$ cat config.mk
export PLATFORM = sky130hd
export DESIGN_NAME = fie_bram_bitflip_ctrl
export DESIGN_NICKNAME = d
export VERILOG_FILES = /design/src/rtl/fie_bram_pkg.sv /design/src/rtl/fie_sat_counter.sv /design/src/rtl/fie_bram_bitflip_ctrl.sv
export SDC_FILE = /design/constraint.sdc
export NUM_CORES = 1
export LEC_CHECK = 0
export ABC_AREA = 1
export CAP_MARGIN = 20
export CORE_ASPECT_RATIO = 0.8
export CORE_UTILIZATION = 45
export DETAILED_ROUTE_END_ITERATION = 7
export MAX_ROUTING_LAYER = met4
export PLACE_DENSITY_LB_ADDON = 0.3
export SETUP_SLACK_MARGIN = 0.3
export SKIP_LAST_GASP = 1
export SLEW_MARGIN = 30
export SYNTH_ARGS = -nofsm -noshare
export SYNTH_HDL_FRONTEND = slang
export SYNTH_SLANG_ARGS = --single-unit
$ cat constraint.sdc
create_clock -name Clk -period 2 [get_ports Clk]
set_input_delay 0.4 -clock Clk [delete_from_list [all_inputs] [get_ports Clk]]
set_output_delay 0.4 -clock Clk [all_outputs]
set_load 0.1 [all_outputs]
$ cat src/rtl/fie_bram_pkg.sv
// Shared types and helpers for the BRAM bit-flip fault-injection master.
// The optional readback states VRD/VCMP are only reached when FIE_READBACK_VERIFY_EN is defined.
package fie_bram_pkg;

    typedef enum logic [2:0] {
        IDLE,
        RD,
        CAP,
        WR,
        VRD,
        VCMP,
        DONE
    } state_t;

    // Word addresses must have their two least-significant byte-address bits clear.
    localparam int ALIGN_BITS = 2;

    // A byte lane is written only if the mask flips at least one of its bits.
    function automatic logic mask_byte_wen(input logic [0:7] mask_byte);
        return |mask_byte;
    endfunction

endpackage

$ cat src/rtl/fie_sat_counter.sv
// Saturating up-counter with a clear that takes priority over increment.
module fie_sat_counter #(
    parameter int WIDTH = 16
) (
    input  logic             clk,
    input  logic             srst,
    input  logic             inc,
    input  logic             clr,
    output logic [WIDTH-1:0] count
);

    logic [WIDTH-1:0] count_reg;

    always_ff @(posedge clk) begin
        if (srst || clr) begin
            count_reg <= '0;
        end else if (inc && (count_reg != '1)) begin
            count_reg <= count_reg + WIDTH'(1);
        end
    end

    assign count = count_reg;

endmodule

$ cat src/rtl/fie_bram_bitflip_ctrl.sv
// Read-modify-write bit-flip injector on BRAM port B (port A remains with the LMB controller).
// Define FIE_READBACK_VERIFY_EN to add a readback compare after the write.
module fie_bram_bitflip_ctrl
    import fie_bram_pkg::*;
#(
    parameter int C_MEMSIZE     = 'h8000,
    parameter int C_PORT_DWIDTH = 32,
    parameter int C_PORT_AWIDTH = 32,
    parameter int C_NUM_WE      = 4,
    parameter int C_CNT_WIDTH   = 16
) (
    input  logic                     Clk,
    input  logic                     Rst,
    input  logic                     Inj_Valid,
    output logic                     Inj_Ready,
    input  logic [0:C_PORT_AWIDTH-1] Inj_Addr,
    input  logic [0:C_PORT_DWIDTH-1] Inj_Mask,
    output logic                     Inj_Done,
    output logic                     Inj_Err,
    output logic [0:C_PORT_DWIDTH-1] Inj_Old_Data,
    output logic [0:C_PORT_DWIDTH-1] Inj_New_Data,
    output logic [C_CNT_WIDTH-1:0]   Inj_Count,
    input  logic                     Cnt_Clr,
    output logic                     BRAM_Clk,
    output logic                     BRAM_Rst,
    output logic                     BRAM_EN,
    output logic [0:C_NUM_WE-1]      BRAM_WEN,
    output logic [0:C_PORT_AWIDTH-1] BRAM_Addr,
    output logic [0:C_PORT_DWIDTH-1] BRAM_Dout,
    input  logic [0:C_PORT_DWIDTH-1] BRAM_Din
);

    state_t                   state_reg;
    logic [0:C_PORT_DWIDTH-1] mask_reg;
    logic                     success_reg;
    logic [0:C_NUM_WE-1]      wen_vec;
    logic [0:C_PORT_DWIDTH-1] flipped_word;
    logic                     addr_illegal;

    assign BRAM_Clk  = Clk;
    assign BRAM_Rst  = Rst;
    assign Inj_Ready = (state_reg == IDLE);

    assign addr_illegal = (|Inj_Addr[C_PORT_AWIDTH-ALIGN_BITS +: ALIGN_BITS]) ||
                          (Inj_Addr >= C_PORT_AWIDTH'(C_MEMSIZE));
    assign flipped_word = BRAM_Din ^ mask_reg;

    for (genvar gi = 0; gi < C_NUM_WE; gi++) begin : g_wen
        assign wen_vec[gi] = mask_byte_wen(mask_reg[gi*8 +: 8]);
    end

    always_ff @(posedge Clk) begin
        if (Rst) begin
            state_reg    <= IDLE;
            mask_reg     <= '0;
            success_reg  <= 1'b0;
            BRAM_EN      <= 1'b0;
            BRAM_WEN     <= '0;
            BRAM_Addr    <= '0;
            BRAM_Dout    <= '0;
            Inj_Done     <= 1'b0;
            Inj_Err      <= 1'b0;
            Inj_Old_Data <= '0;
            Inj_New_Data <= '0;
        end else begin
            // Enables and the done strobe are asserted only for the single cycle that needs them.
            BRAM_EN  <= 1'b0;
            BRAM_WEN <= '0;
            Inj_Done <= 1'b0;
            case (state_reg)
                IDLE: begin
                    if (Inj_Valid) begin
                        mask_reg <= Inj_Mask;
                        if (addr_illegal) begin
                            state_reg   <= DONE;
                            Inj_Done    <= 1'b1;
                            Inj_Err     <= 1'b1;
                            success_reg <= 1'b0;
                        end else begin
                            state_reg <= RD;
                            BRAM_EN   <= 1'b1;
                            BRAM_Addr <= Inj_Addr;
                        end
                    end
                end
                RD: begin
                    state_reg <= CAP;
                end
                CAP: begin
                    Inj_Old_Data <= BRAM_Din;
                    Inj_New_Data <= flipped_word;
                    if (|mask_reg) begin
                        state_reg <= WR;
                        BRAM_EN   <= 1'b1;
                        BRAM_WEN  <= wen_vec;
                        BRAM_Dout <= flipped_word;
                    end else begin
                        // Nothing to flip: finish without a write and without counting.
                        state_reg   <= DONE;
                        Inj_Done    <= 1'b1;
                        Inj_Err     <= 1'b0;
                        success_reg <= 1'b0;
                    end
                end
                WR: begin
`ifdef FIE_READBACK_VERIFY_EN
                    state_reg <= VRD;
                    BRAM_EN   <= 1'b1;
`else
                    state_reg   <= DONE;
                    Inj_Done    <= 1'b1;
                    Inj_Err     <= 1'b0;
                    success_reg <= 1'b1;
`endif
                end
`ifdef FIE_READBACK_VERIFY_EN
                VRD: begin
                    state_reg <= VCMP;
                end
                VCMP: begin
                    state_reg   <= DONE;
                    Inj_Done    <= 1'b1;
                    Inj_Err     <= (BRAM_Din != Inj_New_Data);
                    success_reg <= (BRAM_Din == Inj_New_Data);
                end
`endif
                DONE: begin
                    state_reg <= IDLE;
                end
                default: begin
                    state_reg <= IDLE;
                end
            endcase
        end
    end

    // The count advances at the end of DONE so a clear issued during DONE overrides it.
    fie_sat_counter #(
        .WIDTH (C_CNT_WIDTH)
    ) u_counter (
        .clk   (Clk),
        .srst  (Rst),
        .inc   ((state_reg == DONE) && success_reg),
        .clr   (Cnt_Clr),
        .count (Inj_Count)
    );

endmodule
; ---- After elaboration in Yosys (flattened, before gate mapping)
; Index checks and enable logic that the tools add are counted.
[totals]
regBits = 187
in_bits = 100
output_inout_bits = 154
word_cells = 62
[classes]
add_sub_neg = 1
order_cmp = 1
eq_ne = 8
n_mux = 19
bitwise = 4
reduce_logical = 17
[ops]
columns = operator, count
row1 = 32-bit by 16-bit greater-or-equal comparator with 1-bit output (second input constant), 1
row2 = 32-bit OR reduction, 1
row3 = 8-bit OR reduction, 4
row4 = 32-bit XOR, 1
row5 = 16-bit by 1-bit adder with 16-bit output (second input constant), 1
row6 = 16-bit != test (second input constant), 1
row7 = 3-bit one-hot mux with 4 select lines, 1
row8 = 1-bit two-way mux, 11
row9 = 3-bit two-way mux, 3
row10 = 1-bit one-hot mux with 3 select lines, 3
row11 = 3-bit by 2-bit == test with 1-bit output (second input constant), 2
row12 = 2-bit != test (second input constant), 2
row13 = 2-bit AND reduction, 2
row14 = 4-bit AND reduction, 1
row15 = 3-bit by 1-bit == test with 1-bit output (second input constant), 1
row16 = 3-bit == test (second input constant), 1
row17 = 3-bit zero test, 1
row18 = 1-bit NOT, 3
row19 = 3-bit AND reduction, 1
row20 = 3-bit nonzero test, 1
row21 = 3-bit OR reduction, 1
row22 = 1-bit logical AND, 2
row23 = 1-bit logical OR, 2
row24 = 2-bit by 1-bit != test with 1-bit output (second input constant), 1
row25 = other kinds (2), 2

; ---- Depth between registers and ports, before layout
[logic_depth]
ltp_word = 5
ltp_mapped = 10
depth_no_buf = 9

; ---- By module
; Synthesis repeated with hierarchy kept, for this count alone.
[unflattened]
cells_unflattened = 954
hier_area_um2 = 7337.0
[modules_own_cells]
columns = module, instances, cells_each, area_each_um2, seq_area_each_um2
row1 = fie_bram_bitflip_ctrl, 1, 805, 6388.6, 3423.3
row2 = fie_sat_counter, 1, 149, 948.4, 320.3

==> out/qor.yml <==
result_of_the_run: "finished, final reports clean"
synthesis.nets: 1041
hpwl_um: 14500
ys_seq_area_frac: 0.523
final_cell_area_sq_um: 10300
worstPathCellList: "clkbuf_16, clkbuf_16, buf_12"
cellPowerDensity_nw_per_um2: 1100
globalRouteOverflowTotal: 0
synth.area.top_cells: "dfxtp_1 52%, nor2_1 13%, nand2_1 9.8%"
tritoncts: "yes"
first_global_vias: 6621
timing.final.setup_violations: 0
ys_warn_count: 0
hold_violation_count_in_the_final_report: 0
detail_route.wl_per_cell_um: 14.9
area_growth_syn_to_layout_pct: 44.0
timing.max_slew.rel_slack: 0.647
num-fill-cells: 1259
drt.antenna.violating_nets: 0
synth-main-ff-cell: "dfxtp_1"
cp_slowest_cell: "buf_12"
synth_enable_flop_cells: 0
critPathBufInv: 3
post_placement_cell_area_sq_um: 9560
critPathMostFrequentCell: "clkbuf_16"
layout_common_cells: "248 x nor2_1, 185 x nand2_1, 170 x buf_4, 169 x dfxtp_1, 98 x clkdlybuf4s50_1"
clkLatencyLatePin_ns: 0.54
die_w_um: 143
multiInputGateArea_sq_um: 3100
globalRouteTotalUtil: 0.270
report.final.slew_viol_count: 0
maxCapViolations: 0
synth.ff_latch_count: 187
grt_pass1_wl_um: 33000
clk_pin_slew_worst_paths_ns: 0.06
crit_fanout: 2
drtIter0Drc: 385
ir_drop_v: 0.000743
place_ws_ns: -0.340
cellLeakagePower_uw: 0.00448
routed_via_density: 4.92
fin_cells: 1412
numPortBuffers: 253
core_region_area_sq_um: 15300
rsz_0062_raised_after_global_routing: "yes"
grt_start_max_net_pins: 67
worst_ep_required_time_ns: 1.60
post-route-worst-setup-slack_ns: 0.193
timing.reg2reg.setup_slack_ns: 0.43
yosys.cell_types.count: 28
vias: 6954
post_synth_inst_count: 940
worst_setup_path_start_kind: "clock port"
finalHoldWorstSlack_ns: 0.391
floorplan.initialDensity: 0.469
setup_total_negative_slack_ns: 0
drc: 0
die_ht_um: 115
setup_cp_type: "clock port to primary output"
antenna_violations_before_repair: 0
floorplan.die_area_sq_um: 16400
drive_above_1_share: 0.215
area_share_of_the_largest_cell_type_after_synthesis: 0.523
mapped_area_sq_um: 7150
nNetsFinal: 1290
synth_async_reset_ratio: 0
numPlacedInstances: 1370
tightest_slew_ns: 0.529
hold_buffers: 0
finClkSkew_ns: 0.00940
route.final.wire_length_um: 21100
layout.cells.most_common: "nor2_1"
cp_top_family: "buffers and inverters"
timing.critical_path.slowest_cell_delay_ns: 0.15
hold_path_class: "input pin to flip-flop"
timing.critical_path.to_type: "primary output"
ios: 254
antenna-diode-count: 0
drt_pre_antenna_iters: 7
floorplan.rows: 40
syn_area_cell_sq_um: 7.61
synth.largest_area_cell: "dfxtp_1"
ff_latch_area_sq_um: 3800
cp_arrival_ns: 1.41
finalWeightedCongestion: 0.879
## final timing paths
kind | from | end | cells after the start
setup / recovery | Clk | BRAM_Clk | 3
hold reg to reg | BRAM_Addr[16]$_SDFFE_PP0P_ | BRAM_Addr[16]$_SDFFE_PP0P_ | 2
hold / removal | Rst | BRAM_Addr[19]$_SDFFE_PP0P_ | 3
setup reg to reg | mask_reg[7]$_SDFFE_PP0P_ | BRAM_Dout[24]$_SDFFE_PP0P_ | 10
## synth_stat cells, drive strengths merged, types with 5 or more instances
master	n
clkbuf	29
nor3	6
inv	26
o21ai	92
xor2	37
buf	23
a21oi	70
dfxtp	187
nand2	188
xnor2	5
nand3	7
nand4	5
nor2	259
## report_power, final
group | internal (uW) | switching [uW]
Clock | 2090 | 1630
Combinational | 807 | 2550
Sequential | 4030 | 195
## logic make-up after synthesis
logic type / after synthesis / share of synthesized area
flip-flops: 187 / 0.523
AO/OA/AOI/OAI: 164 / 0.117
adder cells (fa/ha/maj): 1 / 0.00175
AND/OR/NAND/NOR: 467 / 0.256
buffers and inverters: 79 / 0.0502
XOR/XNOR: 42 / 0.0514
## what timing repair did
action | 4_1_cts | 5_1_grt
pin swaps | 3 | 5
resized for setup | 19 | 12
buffers inserted | 3 | 4
endpoints found under the setup margin | 37 | 102
## per-layer routing
metal  routed length (um)  track usage
met5                    0            -
met4                  344       0.0953
met3                 1800       0.0741
met2                 9850        0.439
met1                 9060        0.321
## through the flow
step / total power, uW / util
2_1_floorplan: 6910 / -
4_1_cts: 11400 / 0.671
3_5_place_dp: 7810 / 0.626
3_3_place_gp: 7770 / 0.626
5_1_grt: 11800 / 0.675
6_report: 11300 / 0.675
## worst reg2reg max path, cell delays in order (launching register included)
cell and delay (ns):
dfxtp_1 0.33, nor2_1 0.14, nand2_1 0.08, nor2_2 0.15
nand2_1 0.11, nor2_4 0.15, nor2_4 0.07, clkinv_4 0.10
buf_12 0.16, nand2_1 0.08, a21oi_1 0.14
## final cells by class
class / instances / share of cell area
inverters: 27 / 0.0106
flip-flops and latches: 187 / 0.368
clock buffers: 26 / 0.0533
repair buffers: 278 / 0.233
clock inverters: 10 / 0.00874
multi-input cells: 674 / 0.301
well taps: 210 / 0.0255
No activity file was read; power rests on OpenSTA's default activity.
